--- src/rtl/uart_tx_scheduler_if.sv ---
`default_nettype none
// ============================================================================
// uart_tx_scheduler_if : requester/transmitter bundle around uart_tx_scheduler
// Revision: 1.0
// ============================================================================
interface uart_tx_scheduler_if #(
  parameter int N_REQ = 4
) ();

  localparam int c_GRANT_W = (N_REQ > 1) ? $clog2(N_REQ) : 1;

  logic [N_REQ-1:0]     req_valid;
  logic [8*N_REQ-1:0]   req_data;
  logic [N_REQ-1:0]     req_last;
  logic [N_REQ-1:0]     req_ready;
  logic                 tx_start;
  logic [7:0]           sdata;
  logic                 tx_busy;
  logic [c_GRANT_W-1:0] grant_id;
  logic                 sched_busy;

  // Requesters and the UART transmitter side
  modport master (
    output req_valid, req_data, req_last, tx_busy,
    input  req_ready, tx_start, sdata, grant_id, sched_busy
  );

  // Scheduler side
  modport slave (
    input  req_valid, req_data, req_last, tx_busy,
    output req_ready, tx_start, sdata, grant_id, sched_busy
  );

endinterface
`default_nettype wire

--- src/rtl/uart_tx_scheduler.sv ---
`default_nettype none
// ============================================================================
// uart_tx_scheduler : round-robin sharing of one UART TX with message locking
// Revision: 1.0
// ============================================================================
module uart_tx_scheduler #(
  parameter int N_REQ            = 4,
  parameter int CLK_PER_HALF_BIT = 5208,
  parameter int LOCK_IDLE_CLKS   = 0
) (
  input  logic               clk_i,
  input  logic               rst_i,
  uart_tx_scheduler_if.slave bus_if
);

  localparam int c_GRANT_W    = (N_REQ > 1) ? $clog2(N_REQ) : 1;
  localparam int c_FRAME_CLKS = CLK_PER_HALF_BIT * 20;
  localparam int c_CNT_W      = (c_FRAME_CLKS > 1) ? $clog2(c_FRAME_CLKS) : 1;

  localparam logic [c_CNT_W-1:0]   c_CNT_LAST = c_CNT_W'(c_FRAME_CLKS - 1);
  localparam logic [c_GRANT_W-1:0] c_PTR_RST  = c_GRANT_W'(N_REQ - 1);

  typedef enum logic [1:0] {
    ST_IDLE  = 2'd0,
    ST_ISSUE = 2'd1,
    ST_WAIT  = 2'd2
  } state_t;

  state_t               state_q, state_d;
  logic [c_GRANT_W-1:0] ptr_q, ptr_d;
  logic [c_GRANT_W-1:0] grant_q, grant_d;
  logic [c_GRANT_W-1:0] owner_q, owner_d;
  logic                 lock_q, lock_d;
  logic [7:0]           sdata_q, sdata_d;
  logic [c_CNT_W-1:0]   cnt_q, cnt_d;

  logic                 w_owner_valid;
  logic                 w_win_valid;
  logic [c_GRANT_W-1:0] w_win_id;
  logic [7:0]           w_win_data;
  logic                 w_win_last;
  logic                 w_transfer;
  logic                 w_lock_expire;
  logic [N_REQ-1:0]     w_ready;
  logic [c_CNT_W-1:0]   w_cnt_next;

  always_comb begin
    w_owner_valid = 1'b0;
    for (int i = 0; i < N_REQ; i++) begin
      if (owner_q == c_GRANT_W'(i)) begin
        w_owner_valid = bus_if.req_valid[i];
      end
    end
  end

  // A held lock restricts the candidate set to the owner alone.
  always_comb begin
    w_win_valid = 1'b0;
    w_win_id    = '0;
    if (lock_q) begin
      w_win_valid = w_owner_valid;
      w_win_id    = owner_q;
    end else begin
      for (int k = 1; k <= N_REQ; k++) begin
        for (int i = 0; i < N_REQ; i++) begin
          if (!w_win_valid && (((int'(ptr_q) + k) % N_REQ) == i) &&
              bus_if.req_valid[i]) begin
            w_win_valid = 1'b1;
            w_win_id    = c_GRANT_W'(i);
          end
        end
      end
    end
  end

  always_comb begin
    w_win_data = 8'h00;
    w_win_last = 1'b0;
    for (int i = 0; i < N_REQ; i++) begin
      if (w_win_id == c_GRANT_W'(i)) begin
        w_win_data = bus_if.req_data[8*i +: 8];
        w_win_last = bus_if.req_last[i];
      end
    end
  end

  assign w_transfer = (state_q == ST_IDLE) && w_win_valid && !rst_i;

  always_comb begin
    w_ready = '0;
    for (int i = 0; i < N_REQ; i++) begin
      w_ready[i] = w_transfer && (w_win_id == c_GRANT_W'(i));
    end
  end

  generate
    if (LOCK_IDLE_CLKS > 0) begin : g_lock_timeout
      localparam int c_IDLE_W = $clog2(LOCK_IDLE_CLKS + 1);

      logic [c_IDLE_W-1:0] idle_q, idle_d;
      logic                w_idle_run;

      assign w_idle_run    = (state_q == ST_IDLE) && lock_q && !w_owner_valid;
      assign w_lock_expire = w_idle_run && (idle_q == c_IDLE_W'(LOCK_IDLE_CLKS - 1));

      always_comb begin
        idle_d = '0;
        if (w_idle_run && !w_lock_expire) begin
          idle_d = idle_q + c_IDLE_W'(1);
        end
      end

      always_ff @(posedge clk_i) begin
        if (rst_i) begin
          idle_q <= '0;
        end else begin
          idle_q <= idle_d;
        end
      end
    end else begin : g_no_lock_timeout
      assign w_lock_expire = 1'b0;
    end
  endgenerate

  // Saturates so a long tx_busy stretch cannot wrap the frame timer.
  assign w_cnt_next = (cnt_q == c_CNT_LAST) ? cnt_q : cnt_q + c_CNT_W'(1);

  always_comb begin
    state_d = state_q;
    ptr_d   = ptr_q;
    grant_d = grant_q;
    owner_d = owner_q;
    lock_d  = lock_q;
    sdata_d = sdata_q;
    cnt_d   = cnt_q;
    case (state_q)
      ST_IDLE: begin
        if (w_transfer) begin
          sdata_d = w_win_data;
          grant_d = w_win_id;
          ptr_d   = w_win_id;
          owner_d = w_win_id;
          lock_d  = !w_win_last;
          state_d = ST_ISSUE;
        end else if (w_lock_expire) begin
          lock_d = 1'b0;
        end
      end
      ST_ISSUE: begin
        cnt_d   = '0;
        state_d = ST_WAIT;
      end
      ST_WAIT: begin
        cnt_d = w_cnt_next;
        if ((w_cnt_next == c_CNT_LAST) && !bus_if.tx_busy) begin
          state_d = ST_IDLE;
        end
      end
      default: begin
        state_d = ST_IDLE;
      end
    endcase
  end

  always_ff @(posedge clk_i) begin
    if (rst_i) begin
      state_q <= ST_IDLE;
      ptr_q   <= c_PTR_RST;
      grant_q <= '0;
      owner_q <= '0;
      lock_q  <= 1'b0;
      sdata_q <= '0;
      cnt_q   <= '0;
    end else begin
      state_q <= state_d;
      ptr_q   <= ptr_d;
      grant_q <= grant_d;
      owner_q <= owner_d;
      lock_q  <= lock_d;
      sdata_q <= sdata_d;
      cnt_q   <= cnt_d;
    end
  end

  assign bus_if.req_ready  = w_ready;
  assign bus_if.tx_start   = (state_q == ST_ISSUE) && !rst_i;
  assign bus_if.sdata      = sdata_q;
  assign bus_if.grant_id   = grant_q;
  assign bus_if.sched_busy = (state_q != ST_IDLE);

endmodule
`default_nettype wire

--- src/flat_wrapper.sv ---
// flat-port wrapper written by rule: the top's interface ports become plain ports
module uart_tx_scheduler_flat 
#(
  parameter int N_REQ            = 4,
  parameter int CLK_PER_HALF_BIT = 5208,
  parameter int LOCK_IDLE_CLKS   = 0
)
  (clk_i, rst_i, bus_if_req_valid, bus_if_req_data, bus_if_req_last, bus_if_tx_busy, bus_if_req_ready, bus_if_tx_start, bus_if_sdata, bus_if_grant_id, bus_if_sched_busy);
  uart_tx_scheduler_if #(.N_REQ(N_REQ)) bus_if_i ();
  input  logic clk_i;
  input  logic rst_i;
  input wire logic [$bits(bus_if_i.req_valid)-1:0] bus_if_req_valid;
  input wire logic [$bits(bus_if_i.req_data)-1:0] bus_if_req_data;
  input wire logic [$bits(bus_if_i.req_last)-1:0] bus_if_req_last;
  input wire logic [$bits(bus_if_i.tx_busy)-1:0] bus_if_tx_busy;
  output wire logic [$bits(bus_if_i.req_ready)-1:0] bus_if_req_ready;
  output wire logic [$bits(bus_if_i.tx_start)-1:0] bus_if_tx_start;
  output wire logic [$bits(bus_if_i.sdata)-1:0] bus_if_sdata;
  output wire logic [$bits(bus_if_i.grant_id)-1:0] bus_if_grant_id;
  output wire logic [$bits(bus_if_i.sched_busy)-1:0] bus_if_sched_busy;
  assign bus_if_i.req_valid = bus_if_req_valid;
  assign bus_if_i.req_data = bus_if_req_data;
  assign bus_if_i.req_last = bus_if_req_last;
  assign bus_if_i.tx_busy = bus_if_tx_busy;
  assign bus_if_req_ready = bus_if_i.req_ready;
  assign bus_if_tx_start = bus_if_i.tx_start;
  assign bus_if_sdata = bus_if_i.sdata;
  assign bus_if_grant_id = bus_if_i.grant_id;
  assign bus_if_sched_busy = bus_if_i.sched_busy;
  uart_tx_scheduler #(.N_REQ(N_REQ), .CLK_PER_HALF_BIT(CLK_PER_HALF_BIT), .LOCK_IDLE_CLKS(LOCK_IDLE_CLKS)) u_core (.clk_i(clk_i), .rst_i(rst_i), .bus_if(bus_if_i));
endmodule
--- config.mk ---
export PLATFORM = sky130hd
export DESIGN_NAME = uart_tx_scheduler_flat
export DESIGN_NICKNAME = d
export VERILOG_FILES = /design/src/rtl/uart_tx_scheduler_if.sv /design/src/rtl/uart_tx_scheduler.sv /design/src/flat_wrapper.sv
export SDC_FILE = /design/constraint.sdc
export NUM_CORES = 1
export LEC_CHECK = 0
export BUFFER_PORTS_ARGS = -buffer_cell sky130_fd_sc_hd__buf_2
export CORE_MARGIN = 2
export CORE_UTILIZATION = 47
export CTS_CLUSTER_SIZE = 12
export DETAILED_ROUTE_END_ITERATION = 16
export PLACE_DENSITY = 0.77
export SLEW_MARGIN = 5
export SYNTH_ARGS = -nofsm -noshare
export SYNTH_HDL_FRONTEND = slang
export SYNTH_SLANG_ARGS = --single-unit
export TNS_END_PERCENT = 100
--- constraint.sdc ---
create_clock -name clk_i -period 2.1 [get_ports clk_i]
set_input_delay 0.21 -clock clk_i [delete_from_list [all_inputs] [get_ports clk_i]]
set_output_delay 0.21 -clock clk_i [all_outputs]
set_load 0.02 [all_outputs]
* Yosys cells after proc, flatten, opt, wreduce, memory -nomap -nowiden
Index checks and enable logic that the tools add are counted.
** Storage, ports and cells
- Bits in registers :: 32
- Bits in latches :: 0
- RAM bits :: 0
- Memory bits (read-only) :: 0
- Output and inout bits :: 16
- Memories kept :: 0
** Operators by class
- Add/sub/neg operators :: 5
- Multipliers :: 0
- Divide/modulo/power cells :: 0
- $lt $le $gt $ge :: 0
- Equal/unequal tests :: 24
- Shifts and indexed selects :: 0
- Multiplexer cells :: 65
- Bitwise gates (word level) :: 4
- Reduce and logical (&&, ||, !) cells :: 72
** Operator list (number)
- 32-bit zero test :: 4
- 1-bit two-way mux :: 41
- 1-bit logical AND :: 39
- 17-bit equality test (second input constant) :: 2
- 2-bit two-way mux :: 17
- 17-bit case mux with 2 select lines :: 1
- 8-bit two-way mux :: 4
- 3-bit equality test (second input constant) :: 8
- 1-bit zero test :: 18
- 17-bit by 1-bit adder with 17-bit output (second input constant) :: 1
- 17-bit two-way mux :: 1
- 3-bit by 2-bit equality test with 1-bit output (second input constant) :: 4
- 2-bit equality test (second input constant) :: 5
- 2-bit OR reduction :: 4
- 2-bit by 1-bit equality test with 1-bit output (second input constant) :: 3
- 2-bit zero test :: 3
- 2-bit case mux with 3 select lines :: 1
- 2-bit by 1-bit adder with 2-bit output (second input constant) :: 2
- 2-bit adder (second input constant) :: 2
- 1-bit bitwise AND (first input constant) :: 4
- 2-bit by 1-bit != test with 1-bit output (second input constant) :: 2
- 2-bit AND reduction :: 2
- 2-bit nonzero test :: 2

* Depth between registers and ports, before layout
Gate-level depths: netlist of run 1.
- Depth after elaboration :: 88
- Depth in mapped cells :: 8

* Worst setup path after synthesis of run 1
No wires, ideal clock.
- Path kind :: reg2reg
- From :: register, netlist name u_core.bus_if.grant_id[0]
- To :: register u_core.sdata_q[1] (netlist: u_core.bus_if.sdata[1])
- Arrival :: 2107 ps
- Required time :: 2013 ps
- Path slack :: -94 ps
- Cell stages (with the launch flop) :: 7
- Period minus slack after synthesis :: 2194 ps
- Cell sequence :: dfxtp_1 mux4_2 o2bb2ai_1 or3_1 nor3b_1 nand2_1 o31ai_1
** RTL lines
- end signal, assigned :: line uart_tx_scheduler.sv:180 : sdata_q <= sdata_d;
- end, declared :: line uart_tx_scheduler.sv:34 : logic [7:0] sdata_q, sdata_d;

==> reports/metrics.csv, run 1 <==
metric;value;unit
area_growth_syn_to_layout;35.4;%
globalplace.congestion;0.928;
min_path_type;input pin to flip-flop;
clk_latency;0.29;ns
placed_area;2640;um2
worst_pin_slew;0.568;ns
crit_start;u_core.bus_if.grant_id[0];
seqCellArea;652;um2
rrSetupSlack;0.07;ns
pin_count;59;
grt_pass1_wl;10200;um
drv_cap;0;
grt_max_degree;37;
skew;0.00855;ns
routedWlPerCell;15.4;um
yosysTopAreaCell;dfxtp_1;
synth_cell_types;59;
clkSlewWorstSetupHoldPaths;0.07;ns
internal-power;0.00190;W
power.density;1140;nW/um2
switching_share;42.0;%
yosysTopAreaCellShare;30.1;%
reg2reg_depth;6;
run_status;finished, final reports clean;
multi_input_area;1490;um2
period_share;98.1;%
pwr-share-seq;26.5;%
antennaDiodeCount;0;
floorplan.initialDensity;48.9;%
fill_cells;349;
grt_use_total;25.3;%
vias_per_cell;5.85;
drive_above_1_share;37.4;%
stdcell_count;397;
peakVddDrop;0.000784;V
endpoint;bus_if_req_ready[3];
place_hpwl;4520;um
synth-main-ff-cell;dfxtp_1;
cts_tree;built;
comb_power_share;58.4;%
clock_path_buffers;2;
htreeDepth;2;
yosys-top-cells-count;33 x nor2_1, 32 x dfxtp_1, 31 x nand2_1;
hold_viol;0;
cp_data_arrival_time;1.85;ns
finalCriticalPeriod;2.06;ns
synth_area;2130;um2
post-synth-top-count-cell;nor2_1;
remaining_drc_errors;0;
cts_root_buf;clkbuf_8;
finalSetupViolations;0;
slew_viol_final;0;
drt_iter0_drc;140;
cts_made_buffers;5;
syn_nets;312;
relSlewSlack;61.9;%
gr-total-overflow;0;
dpl.cell_count;385;
ys_seq_area_share;30.1;%
grt_pass1_vias;2232;
synth_edf_count;0;
die_y;71.3;um
critPathMaxFanout;4;
power.leakage;1.24;nW
syn_avg_cell_area;8.06;um2
r2r_end;u_core.state_q[1];
die_area;5080;um2
max_freq;486;MHz
power_frac_clock;15.2;%
start_kind;flip-flop;
vias;2322;
wl;6110;um
crit_type;flip-flop to output port;
postRouteAntennaNets;0;
die_x;71.3;um
yosysWarningCount;0;
rsz0062_at_grt;true;
setup.worst_path.end_class;output port;
cts_num_sinks;32;
design_area;2880;um2
io_buffers;58;
ys_seq_elements;32;
required;1.89;ns
drt_pass1_iterations;5;
r2r_start;u_core.cnt_q[13];
synthTopCellsByArea;dfxtp_1 30%, mux4_2 6.4%, nor2_1 5.8%;
syn_inst;264;
finish.net_count;392;
core;4350;um2
synthArstFlopShare;0;%
p_sw;0.00138;W
antenna_found_initial;0;
rows;24;
## placed cells by master (no fill, tap or decap), types with 4 or more instances in the layout
| cell type | instances |
|---|---|
| a221oi_1 | 4 |
| nor2_1 | 32 |
| a211oi_1 | 4 |
| mux2_2 | 4 |
| o31ai_1 | 4 |
| buf_4 | 29 |
| nor3_1 | 9 |
| buf_2 | 57 |
| nand2_1 | 31 |
| o21ai_0 | 11 |
| inv_1 | 9 |
| a21oi_1 | 23 |
| clkbuf_8 | 6 |
| nand2b_1 | 5 |
| mux4_2 | 6 |
| dfxtp_1 | 27 |
## power groups by stage
| stage | logic (W) | registers [W] | clock network, W |
|---|---|---|---|
| 2_1_floorplan | 0.00113 | 0.000951 | 0 |
| 3_3_place_gp | 0.00173 | 0.000857 | 0 |
| 3_5_place_dp | 0.00176 | 0.000863 | 0 |
| 4_1_cts | 0.00184 | 0.000856 | 0.000509 |
| 5_1_grt | 0.00210 | 0.000890 | 0.000536 |
| 6_report | 0.00192 | 0.000869 | 0.000499 |
## repair_timing
item                                    CTS  global route
gates resized for setup                  12            13
buffers inserted                          1             3
endpoints found under the setup margin    5             6
hold buffers                              0             0
pin swaps                                 3             9
## flip-flops by register name, summed over array words and instances, names as in the netlist
signal                  flops
u_core.cnt_q               17
u_core.bus_if.sdata         8
u_core.bus_if.grant_id      2
u_core.ptr_q                2
u_core.state_q              2
u_core.lock_q               1
## final cells by class
type / instances / share of cell area (%)
clock buffer: 6 / 2.87
tap: 52 / 2.26
multi-input combinational: 207 / 51.8
timing repair buffer: 89 / 18.9
clock inverter: 2 / 0.348
inverter: 9 / 1.17
sequential: 32 / 22.6
## how the worst min path moves through the flow
stage / start / to / cells past startpoint
global placement: bus_if_req_data[26] / u_core.bus_if.sdata[2] / 3
CTS: bus_if_req_data[26] / u_core.bus_if.sdata[2] / 3
floorplan: bus_if_req_data[25] / u_core.bus_if.sdata[1] / 2
global route: bus_if_req_data[26] / u_core.bus_if.sdata[2] / 3
detailed placement: bus_if_req_data[26] / u_core.bus_if.sdata[2] / 3
finish: bus_if_req_data[26] / u_core.bus_if.sdata[2] / 3
## through the flow
| step | utilization [%] | setup slack (ns) | hold slack, ns | TNS (ns) | total power, W |
|---|---|---|---|---|---|
| 3_5_place_dp | 60.5 | -0.0542 | 0.414 | -0.0542 | 0.00262 |
| 2_1_floorplan | - | 0.00207 | 0.318 | 0 | 0.00208 |
| 3_3_place_gp | 60.5 | 0.0500 | 0.406 | 0 | 0.00259 |
| 6_report | 66.1 | 0.0408 | 0.106 | 0 | 0.00328 |
| 5_1_grt | 66.1 | -0.0422 | 0.129 | -0.0684 | 0.00352 |
| 4_1_cts | 64.3 | 0.0198 | 0.105 | 0 | 0.00321 |
## cell families after synthesis
| logic type | share of synthesized area [%] |
|---|---|
| multiplexers | 10.4 |
| buffers and inverters | 4.82 |
| AND/OR/NAND/NOR | 27.9 |
| XOR/XNOR | 1.24 |
| AO/OA/AOI/OAI | 22.6 |
| flip-flops | 30.1 |
| adder cells (fa/ha/maj) | 2.94 |
## critical path: stages, from the launching register on
cell	delay, ns
dfxtp_4	0.36
mux4_2	0.35
o2bb2ai_4	0.11
or3_4	0.37
nor3b_4	0.22
buf_6	0.15
## per-layer routing
metal	track usage (%)	routed length [um]	vias up
met5	0	0	-
met4	10.1	157	0
met3	4.50	361	15
met2	40.0	2910	79
met1	34.3	2670	1089
li1	-	-	1139
(Power assumes the default switching activity.)
==> run 2, diff against run 1 <==
Settings changed: ABC_AREA set to 1, CORE_UTILIZATION 47 to 49, PLACE_DENSITY 0.77 to 0.78.
==> run 2 against run 1 <==
Against the previous run: the run now ends with negative setup slack left; sequential share of layout area decreased by 4.5 points; core utilization increased by 11 points; flip-flop and latch count did not move.
==> reports/metrics.csv, run 2 <==
metric;value;unit;change
yosysWarningCount;0;;unchanged
multi_input_area;1710;um2;was 1490 um2
holdCritStartpoint;bus_if_req_data[29];;was bus_if_req_data[26]
critPathSlowestCell;dfxtp_4;;was or3_4
hold_viol;0;;unchanged
yosysTopAreaCellShare;27.0;%;was 30.1%
area_growth_syn_to_layout;52.6;%;was 35.4%
synth-main-ff-cell;dfxtp_1;;unchanged
core;4690;um2;was 4350 um2
required;1.89;ns;about the same
start_kind;flip-flop;;unchanged
yosys-top-cells-count;129 x nand2_1, 47 x inv_1, 38 x nand3_1;;was 33 x nor2_1, 32 x dfxtp_1, 31 x nand2_1
dpl.cell_count;545;;was 385
regMostFlops;u_core.cnt_q;;unchanged
skew;0.00743;ns;was 0.00855 ns
io_buffers;58;;unchanged
grt_max_degree;24;;was 37
fill_cells;320;;was 349
largest_reg_flops;17;;unchanged
synth_cell_types;37;;was 59
worst_pin_slew;0.490;ns;was 0.568 ns
synth_area;2380;um2;was 2130 um2
setup.worst_path.end_class;output port;;unchanged
pwr-share-seq;17.9;%;was 26.5%
final_cell_mix;122 x nand2_1, 70 x buf_4, 54 x buf_2, 42 x inv_1, 28 x nand3_1;;was 57 x buf_2, 32 x nor2_1, 31 x nand2_1, 29 x buf_4, 27 x dfxtp_1
cts_tree;built;;unchanged
tns;-6.16;ns;was 0 ns
crit_start;u_core.ptr_q[1];;was u_core.bus_if.grant_id[0]
violations;negative setup slack;;
syn_inst;388;;was 264
ys_seq_elements;32;;unchanged
gr-total-overflow;0;;unchanged
cts_root_buf;clkbuf_8;;unchanged
htreeDepth;2;;unchanged
wl;8290;um;was 6110 um
syn_nets;436;;was 312
power_frac_clock;9.2;%;was 15.2%
vias;3078;;was 2,322
critPathMaxFanout;7;;was 4
worstPathCellList;nor2_4 > nand2_2 > nand3_2 > nor2_4 > nand4_4 > nor2_4 > nand4_1 > nor2_2 > nand3_1 > nand2_1 > nand2_2 > nor2_2 > inv_2 > nor2_4 > buf_4;;was mux4_2 > o2bb2ai_4 > or3_4 > nor3b_4 > buf_6
layout_commonest_cell;nand2_1;;was buf_2
cts_hold_buf;0;;unchanged
drt_pass1_iterations;7;;was 5
cts_made_buffers;5;;unchanged
crit_path_frequent_cell;nor2_4;;
timing.hold.ws;0.226;ns;was 0.106 ns
grt_pass1_vias;2868;;was 2,232
die_y;73.6;um;was 71.3 um
pin_count;59;;unchanged
antenna_found_initial;0;;unchanged
finalSetupViolations;19;;was 0
syn_avg_cell_area;6.12;um2;was 8.06 um2
finalWorstSetupSlack;-0.516;ns;was 0.0408 ns
die_x;73.6;um;was 71.3 um
drive_above_1_share;39.9;%;was 37.4%
critical-path-top-delay-family;simple AND/OR/NAND/NOR gates;;unchanged
power.density;1320;nW/um2;was 1140 nW/um2
finish.net_count;569;;was 392
ys_seq_area_share;27.0;%;was 30.1%
crit_type;flip-flop to output port;;unchanged
rows;25;;was 24
antennaDiodeCount;0;;unchanged
globalplace.congestion;0.952;;was 0.928
period_share;125;%;was 98.1%
clk_latency;0.28;ns;was 0.29 ns
floorplan.initialDensity;50.6;%;was 48.9%
grt_pass1_wl;12100;um;was 10,200 um
switching_share;48.2;%;was 42.0%
remaining_drc_errors;0;;unchanged
max_stage_delay;0.41;ns;was 0.37 ns
stdcell_count;575;;was 397
finalCriticalPeriod;2.62;ns;was 2.06 ns
routedWlPerCell;14.4;um;was 15.4 um
seqCellArea;658;um2;was 652 um2
synth_edf_count;0;;unchanged
internal-power;0.00248;W;was 0.00190 W
comb_power_share;72.8;%;was 58.4%
synthArstFlopShare;0;%;unchanged
yosysTopAreaCell;dfxtp_1;;unchanged
grt_use_total;28.2;%;was 25.3%
min_path_type;input pin to flip-flop;;unchanged
rsz0062_at_grt;true;;unchanged
place_hpwl;5200;um;was 4520 um
max_freq;382;MHz;was 486 MHz
cp_data_arrival_time;2.41;ns;was 1.85 ns
power.leakage;1.76;nW;was 1.24 nW
synthTopCellsByArea;dfxtp_1 27%, nand2_1 20%, nand3_1 8.0%;;was dfxtp_1 30%, mux4_2 6.4%, nor2_1 5.8%
clock_path_buffers;2;;unchanged
run_status;finished, violations left;;was finished, final reports clean
drv_cap;0;;unchanged
critPathBufInv;2;;was 1
p_sw;0.00231;W;was 0.00138 W
r2r_start;u_core.ptr_q[1];;was u_core.cnt_q[13]
clkSlewWorstSetupHoldPaths;0.07;ns;about the same
die_area;5420;um2;was 5080 um2
relSlewSlack;67.3;%;was 61.9%
finalPower;0.00479;W;was 0.00328 W
final_core_util;77.3;%;was 66.1%
slew_viol_final;0;;unchanged
postRouteAntennaNets;0;;unchanged
drt_iter0_drc;246;;was 140
vias_per_cell;5.35;;was 5.85
peakVddDrop;0.000846;V;was 0.000784 V
post-synth-top-count-cell;nand2_1;;was nor2_1
cts_num_sinks;32;;unchanged
run 2: per-layer routing:
layer	vias to the layer above	track usage, %	part of all wire (%)
met2	122	52.6	51
li1	1509	-	-
met5	-	0	0
met1	1417	32.2	41
met3	30	4.12	4.2
met4	0	10.1	3.7
run 2: kinds of logic after synthesis:
kind of cell / Yosys count / synth area share (%)
simple gates: 241 / 46.6
xor+xnor: 10 / 3.69
buf+inv: 56 / 9.69
fa+ha+maj: 5 / 2.63
flops: 32 / 27.0
compound gates: 44 / 10.4
run 2: power groups by stage:
| stage | registers, W | clock network [W] | logic [W] |
|---|---|---|---|
| 3_5_place_dp | 0.000832 | 0 | 0.00272 |
| 3_3_place_gp | 0.000829 | 0 | 0.00266 |
| 4_1_cts | 0.000849 | 0.000451 | 0.00312 |
| 6_report | 0.000857 | 0.000443 | 0.00349 |
| 2_1_floorplan | 0.000906 | 0 | 0.00169 |
| 5_1_grt | 0.000873 | 0.000476 | 0.00374 |
run 2: final cells by class:
type                            count  area share (%)
Clock buffer                        6            2.00
Sequential cell                    32            18.2
Clock inverter                      1           0.138
Tap cell                           54            1.86
Inverter                           49            5.14
Multi-Input combinational cell    300            47.1
Timing Repair Buffer              133            25.6
run 2: repair_timing:
item,in CTS,in global routing
resized for setup,41,22
pin swaps,11,4
hold endpoints to repair,0,0
setup endpoints to repair,19,20
buffers inserted,17,6
run 2: final timing paths:
check	cells after the start	slack [ns]	end
setup / recovery	15	-0.52	bus_if_req_ready[1]
hold / removal	5	0.23	u_core.bus_if.sdata[5]
setup reg to reg	21	-0.48	u_core.lock_q
hold reg to reg	2	0.45	u_core.bus_if.sdata[4]
run 2: worst register-to-register path: cells and delay by family, from the launching register on:
kind,cells,cell delay (ns)
AO/OA/AOI/OAI,1,0.15
buffers and inverters,6,0.62
flip-flops,1,0.38
AND/OR/NAND/NOR,14,1.35
run 2: through the flow:
step           cell area (um2)  setup WS (ns)
6_report                  3630         -0.516
5_1_grt                   3630         -0.649
4_1_cts                   3510         -0.363
3_5_place_dp              3160         -0.231
3_3_place_gp              3160         -0.182
2_1_floorplan             2420       -0.00698
